[config.mk]
export PLATFORM = sky130hd
export DESIGN_NAME = pipe_skid_stage_flat
export DESIGN_NICKNAME = d
export VERILOG_FILES = /design/src/rtl/pipe_pkg.sv /design/src/rtl/pipe_skid_stage_if.sv /design/src/rtl/pipe_entry.sv /design/src/rtl/pipe_skid_stage.sv /design/src/flat_wrapper.sv
export SDC_FILE = /design/constraint.sdc
export NUM_CORES = 1
export LEC_CHECK = 0
export BUFFER_PORTS_ARGS = -buffer_cell sky130_fd_sc_hd__buf_4
export CORE_MARGIN = 5
export CORE_UTILIZATION = 52
export CTS_BUF_LIST = sky130_fd_sc_hd__clkbuf_16
export DETAILED_ROUTE_END_ITERATION = 12
export PLACE_DENSITY = 0.87
export SYNTH_ARGS = -nofsm -noshare
export SYNTH_HDL_FRONTEND = slang
export SYNTH_SLANG_ARGS = --single-unit
[constraint.sdc]
create_clock -name clk -period 2.1 [get_ports clk]
set_input_delay 0.63 -clock clk [delete_from_list [all_inputs] [get_ports clk]]
set_output_delay 0.63 -clock clk [all_outputs]
set_load 0.05 [all_outputs]
[src/rtl/pipe_pkg.sv]
// Shared definitions for pipeline stage registers: occupancy encoding and
// the bubble value instantiating stages drive onto def_val.
package pipe_pkg;

    // Occupancy of a skid stage; the encoding doubles as the occ output.
    typedef enum logic [1:0] {
        OCC_EMPTY = 2'd0,
        OCC_ONE   = 2'd1,
        OCC_TWO   = 2'd2
    } occ_e;

    // addi x0, x0, 0 -- the canonical NOP, shown on bubbles.
    localparam logic [31:0] PIPE_NOP = 32'h0000_0013;

endpackage

[src/rtl/pipe_skid_stage_if.sv]
// One valid/ready channel. A beat transfers on a rising clock edge where
// valid and ready are both high; the master holds valid and data stable
// until that edge, and ready may be raised or dropped independently of valid.
interface pipe_skid_stage_if #(
    parameter int DW = 32
);
    logic          valid;
    logic [DW-1:0] data;
    logic          ready;

    modport master (output valid, output data, input ready);
    modport slave  (input valid, input data, output ready);
endinterface

[src/rtl/pipe_entry.sv]
// A single buffered entry: valid bit plus payload, with load and clear.
// Clear only drops the valid bit; the payload is left as it was.
module pipe_entry #(
    parameter int DW = 32
) (
    input  logic          clk,
    input  logic          rst_n,
    input  logic          clr_i,
    input  logic          ld_i,
    input  logic [DW-1:0] d_i,
    output logic          valid_o,
    output logic [DW-1:0] data_o
);

    logic          valid_q;
    logic [DW-1:0] data_q;

    // Valid bit: clear wins over load so a flush can never leave a stale entry.
    always_ff @(posedge clk or negedge rst_n) begin
        if (!rst_n) begin
            valid_q <= 1'b0;
        end else if (clr_i) begin
            valid_q <= 1'b0;
        end else if (ld_i) begin
            valid_q <= 1'b1;
        end
    end

    // Payload register, written only on load.
    always_ff @(posedge clk or negedge rst_n) begin
        if (!rst_n) begin
            data_q <= '0;
        end else if (ld_i && !clr_i) begin
            data_q <= d_i;
        end
    end

    assign valid_o = valid_q;
    assign data_o  = data_q;

endmodule

[src/rtl/pipe_skid_stage.sv]
// Pipeline stage register with a two-entry skid buffer, hold and flush.
// in_ready is a flop driven from the next occupancy, so downstream ready
// never reaches upstream ready combinationally.
module pipe_skid_stage
    import pipe_pkg::*;
#(
    parameter int DW             = 32,
    parameter bit FLUSH_HOLD_PRI = 1'b1
) (
    input  logic                      clk,
    input  logic                      rst_n,
    input  logic                      flush,
    input  logic                      hold_en,
    input  logic [DW-1:0]             def_val,
    pipe_skid_stage_if.slave          in_if,
    pipe_skid_stage_if.master         out_if,
    output logic [1:0]                occ
);

    occ_e          state_q, state_d;
    logic          in_ready_q;

    logic          main_valid, skid_valid;
    logic [DW-1:0] main_data, skid_data;
    logic          main_ld, main_clr, skid_ld, skid_clr;
    logic [DW-1:0] main_d;

    logic          flush_eff;
    logic          in_fire, out_fire;

    // With hold priority, a flush arriving under hold is ignored entirely.
    assign flush_eff = FLUSH_HOLD_PRI ? flush : (flush & ~hold_en);

    assign in_fire  = in_if.valid & in_ready_q & ~hold_en & ~flush;
    assign out_fire = main_valid & out_if.ready & ~hold_en & ~flush;

    // Occupancy state register and registered upstream ready.
    always_ff @(posedge clk or negedge rst_n) begin
        if (!rst_n) begin
            state_q    <= OCC_EMPTY;
            in_ready_q <= 1'b1;
        end else begin
            state_q    <= state_d;
            in_ready_q <= (state_d != OCC_TWO);
        end
    end

    // Next occupancy and entry load/clear controls.
    always_comb begin
        state_d  = state_q;
        main_ld  = 1'b0;
        main_clr = 1'b0;
        main_d   = in_if.data;
        skid_ld  = 1'b0;
        skid_clr = 1'b0;
        if (flush_eff) begin
            state_d  = OCC_EMPTY;
            main_clr = 1'b1;
            skid_clr = 1'b1;
        end else begin
            case (state_q)
                OCC_EMPTY: begin
                    if (in_fire) begin
                        state_d = OCC_ONE;
                        main_ld = 1'b1;
                    end
                end
                OCC_ONE: begin
                    if (in_fire && out_fire) begin
                        main_ld = 1'b1;
                    end else if (in_fire) begin
                        state_d = OCC_TWO;
                        skid_ld = 1'b1;
                    end else if (out_fire) begin
                        state_d  = OCC_EMPTY;
                        main_clr = 1'b1;
                    end
                end
                OCC_TWO: begin
                    // in_ready is low here, so only the head can leave.
                    if (out_fire) begin
                        state_d  = OCC_ONE;
                        main_ld  = 1'b1;
                        main_d   = skid_data;
                        skid_clr = 1'b1;
                    end
                end
                default: begin
                    state_d  = OCC_EMPTY;
                    main_clr = 1'b1;
                    skid_clr = 1'b1;
                end
            endcase
        end
    end

    pipe_entry #(.DW(DW)) u_main (
        .clk     (clk),
        .rst_n   (rst_n),
        .clr_i   (main_clr),
        .ld_i    (main_ld),
        .d_i     (main_d),
        .valid_o (main_valid),
        .data_o  (main_data)
    );

    pipe_entry #(.DW(DW)) u_skid (
        .clk     (clk),
        .rst_n   (rst_n),
        .clr_i   (skid_clr),
        .ld_i    (skid_ld),
        .d_i     (in_if.data),
        .valid_o (skid_valid),
        .data_o  (skid_data)
    );

    assign in_if.ready  = in_ready_q;
    assign out_if.valid = main_valid;
    assign out_if.data  = main_valid ? main_data : def_val;
    assign occ          = state_q;

    // skid_valid mirrors occ==2; kept as an observable for checkers.
    logic skid_valid_unused;
    assign skid_valid_unused = skid_valid;

endmodule
[src/flat_wrapper.sv]
// flat-port wrapper written by rule: the top's interface ports become plain ports
module pipe_skid_stage_flat import pipe_pkg::*;
#(
    parameter int DW             = 32,
    parameter bit FLUSH_HOLD_PRI = 1'b1
)
  (clk, rst_n, flush, hold_en, def_val, occ, in_if_valid, in_if_data, in_if_ready, out_if_valid, out_if_data, out_if_ready);
  pipe_skid_stage_if #(.DW(DW)) in_if_i ();
  pipe_skid_stage_if #(.DW(DW)) out_if_i ();
  input  logic clk;
  input  logic rst_n;
  input  logic flush;
  input  logic hold_en;
  input  logic [DW-1:0] def_val;
  output logic [1:0] occ;
  input wire logic [$bits(in_if_i.valid)-1:0] in_if_valid;
  input wire logic [$bits(in_if_i.data)-1:0] in_if_data;
  output wire logic [$bits(in_if_i.ready)-1:0] in_if_ready;
  output wire logic [$bits(out_if_i.valid)-1:0] out_if_valid;
  output wire logic [$bits(out_if_i.data)-1:0] out_if_data;
  input wire logic [$bits(out_if_i.ready)-1:0] out_if_ready;
  assign in_if_i.valid = in_if_valid;
  assign in_if_i.data = in_if_data;
  assign in_if_ready = in_if_i.ready;
  assign out_if_valid = out_if_i.valid;
  assign out_if_data = out_if_i.data;
  assign out_if_i.ready = out_if_ready;
  pipe_skid_stage #(.DW(DW), .FLUSH_HOLD_PRI(FLUSH_HOLD_PRI)) u_core (.clk(clk), .rst_n(rst_n), .flush(flush), .hold_en(hold_en), .def_val(def_val), .in_if(in_if_i), .out_if(out_if_i), .occ(occ));
endmodule
==> impl_metrics.py <==
metrics = {
    "placement": {
        "port_buffers": 105,
        "place_congestion": 0.861,
        "place_inst": 420,
        "dpl.hpwl_mm": 5.52,
    },
    "clocking": {
        "hold_buffers": 0,
        "clock_sinks": 68,
        "cts-root-buf": "clkbuf_16",
        "clock_latency_ns": 0.33,
        "clk_pin_slew_ns": 0.06,
        "cts_max_level": 3,
        "tritoncts": "done",
        "cts_made_buffers": 9,
        "cts.path.max_buffers": 2,
    },
    "logic_synthesis": {
        "yosys-top-cells-area": "dfrtp_1 (48%), mux2_2 (31%), mux2_4 (13%)",
        "async_flop_share": 1.00,
        "ys_warn_count": 0,
        "synth_nets": 306,
        "ys_seq_area_frac": 0.485,
        "ys_types": 25,
        "avgSynthCellArea_um2": 14.9,
        "synthFlopType": "dfrtp_1",
        "netlist.area_leader.share": 0.478,
        "synth_top_family_by_area": "multiplexers",
        "muxShareOfSynthArea": 0.443,
        "yosys.area_share.adder": 0,
        "synth_commonest_cells": "mux2_2 (96), dfrtp_1 (67), mux2_4 (30)",
        "synth-simple-area-share": 0.0264,
        "synth_edf_count": 0,
        "netlist_instances": 236,
        "synth.most_common_cell": "mux2_2",
        "synthXorXnorAreaFrac": 0.00249,
        "syn_area_mm2": 0.00351,
        "synth_top_cell_by_area": "dfrtp_1",
        "synth_compound_area_frac": 0.0167,
        "synth_seq_cells": 68,
    },
    "final_layout": {
        "area_delta_synth_final_pct": 41.6,
        "drive_above_1_share": 0.749,
        "num-fill-cells": 426,
        "finish.net_count": 423,
        "fin_cells": 438,
        "multi_input_area_mm2": 0.00173,
        "diodes": 0,
        "seq_area_mm2": 0.00171,
    },
    "sta": {
        "relSlewSlack": 0.750,
        "fin_tns_setup_ns": 0,
        "rsz0062_at_grt": "true",
        "hold_ws_ns": 0.214,
        "setup_violations": 0,
        "fin_crit_ns": 2.08,
        "fin_crit_sh": 0.990,
        "tightest_slew_ns": 0.375,
        "hold_viol": 0,
        "fin_skew_ns": 0.00793,
        "final_max_slew_viol_count": 0,
        "fmax_ghz": 0.481,
    },
    "floorplan": {
        "start_util": 0.525,
        "num_rows": 30,
        "pin_count": 106,
        "core_mm2": 0.00668,
        "die_area_mm2": 0.00850,
        "die_h_um": 92.2,
        "die_x_um": 92.2,
    },
    "power_and_ir_drop": {
        "finalPower_mw": 4.56,
        "vdd_drop_max_uv": 540,
        "pwr-share-comb": 0.255,
        "p_sw_frac": 0.277,
        "power.density_mw_per_mm2": 916,
        "seqPwrFrac": 0.399,
        "switchingPower_mw": 1.26,
        "power.internal_mw": 3.29,
        "power_leakage_nw": 2.41,
        "pwr-share-clk": 0.347,
    },
    "drt": {
        "viasPerCell": 5.38,
        "detail-route-antenna-nets": 0,
        "post-route-drc-count": 0,
        "wl_per_cell_um": 17.5,
        "drtPass1Iterations": 2,
        "drt_iter0_markers": 39,
        "wl_mm": 7.65,
        "vias": 2356,
    },
    "global_route": {
        "grt_pass1_wl_mm": 12.5,
        "grt_pass1_vias": 2654,
        "grt_overflow_total": 0,
        "grt_use_total": 0.188,
        "grt_start_max_net_pins": 42,
        "antenna_found_initial": 0,
    },
    "critical_path": {
        "cpMaxStageDelayCell": "dfrtp_2",
        "cp.required_ns": 1.47,
        "crit_family": "flip-flops",
        "worst-r2r-setup-slack_ns": 0.07,
        "critPathCaptureType": "primary output",
        "slowest_delay_ns": 0.43,
        "cp-start-kind": "register",
        "crit_fanout": 18,
        "worstPathArrival_ns": 1.45,
        "worstSetupPathType": "register to primary output",
        "timing.critical_path.buf_inv": 2,
        "worstPathCellList": "buf_12, mux2_2, buf_6",
    },
    "outcome": {
        "status": "completed",
    },
    "job": {
        "maxCapViolations": 0,
    },
    "min_path": {
        "hold_class": "primary input to asynchronous set/reset pin",
    },
}
[area by class of cell]
type,count,share of cell area
Multi-Input combinational cell,153,0.349
Sequential cell,68,0.343
Timing Repair Buffer,120,0.223
Clock buffer,9,0.0453
Tap cell,80,0.0201
Clock inverter,7,0.0186
Inverter,1,0.000755
[registers in the layout (all words and copies together), names as in the netlist]
| register | cells |
|---|---|
| u_core.u_main.data_o | 32 |
| u_core.u_skid.data_o | 32 |
| u_core.occ | 2 |
| u_core.in_if.ready | 1 |
| u_core.u_main.valid_o | 1 |
[per-layer routing]
metal	vias to the layer above	wire length [um]	GRT usage
li1	1092	-	-
met1	1192	2980	0.216
met2	64	4150	0.325
met3	8	430	0.0582
met4	0	87	0.0767
met5	-	0	0
[power groups by stage]
stage,sequential [mW],combinational [mW],clock (mW)
global route,1.85,1.24,1.68
CTS,1.82,1.12,1.61
floorplan,1.78,0.764,0
detailed placement,1.83,1.10,0
finish,1.82,1.16,1.58
global placement,1.81,1.05,0
[worst paths after layout]
path | startpoint | endpoint | cells after the start
hold / removal | rst_n | u_core.u_skid.data_o[29] | 1
min in group clk | u_core.u_skid.data_o[6] | u_core.u_skid.data_o[6] | 1
max in group asynchronous | rst_n | u_core.u_main.data_o[24] | 2
setup / recovery | u_core.u_main.valid_o | out_if_data[16] | 3
setup reg to reg | u_core.u_main.valid_o | u_core.u_main.data_o[14] | 6
hold reg to reg | u_core.u_skid.data_o[6] | u_core.u_skid.data_o[6] | 1
[cell families (layout without fill, tap and decap cells)]
| family | Yosys count | count (layout) |
|---|---|---|
| AO/OA/AOI/OAI | 9 | 9 |
| XOR/XNOR | 1 | 1 |
| multiplexers | 128 | 128 |
| flip-flops | 68 | 68 |
| buffers and inverters | 15 | 137 |
| AND/OR/NAND/NOR | 15 | 15 |
[worst register-to-register path, stage by stage, from the launching register on]
cell	delay, ns
dfrtp_2	0.43
buf_4	0.15
nand2_4	0.04
or4_4	0.52
buf_12	0.20
mux2_4	0.32
mux2_2	0.26
[through the flow]
| step | utilization | area [um^2] | worst slack [ns] |
|---|---|---|---|
| after floorplan | - | 3520 | -0.0562 |
| after global placement | 0.672 | 4490 | -0.0870 |
| after detailed placement | 0.672 | 4490 | -0.110 |
| after CTS | 0.727 | 4860 | 0.000377 |
| after global routing | 0.744 | 4970 | -0.0274 |
| final | 0.744 | 4970 | 0.0202 |
[timing repair]
action	4_1_cts	5_1_grt
buffers inserted	2	0
gates cloned	0	0
hold endpoints to repair	0	0
setup endpoints to repair	32	32
resized for setup	8	30
[placed cells by master, fill, tap and decap left out, types with 2 or more instances in the layout]
cell / netlist / routed
clkbuf_16: 0 / 9
nand2_1: 2 / 2
nor2_1: 4 / 4
mux2_2: 96 / 96
nand3_1: 2 / 2
dfrtp_2: 0 / 3
bufinv_16: 0 / 2
inv_1: 1 / 2
a211oi_1: 2 / 2
buf_12: 0 / 7
a21oi_1: 2 / 2
mux2_4: 30 / 30
buf_6: 4 / 32
clkinv_4: 0 / 2
buf_4: 1 / 81
nand2b_1: 3 / 3
a21o_1: 2 / 2
mux2_1: 2 / 2
dfrtp_1: 67 / 64
(Power assumes the default switching activity.)
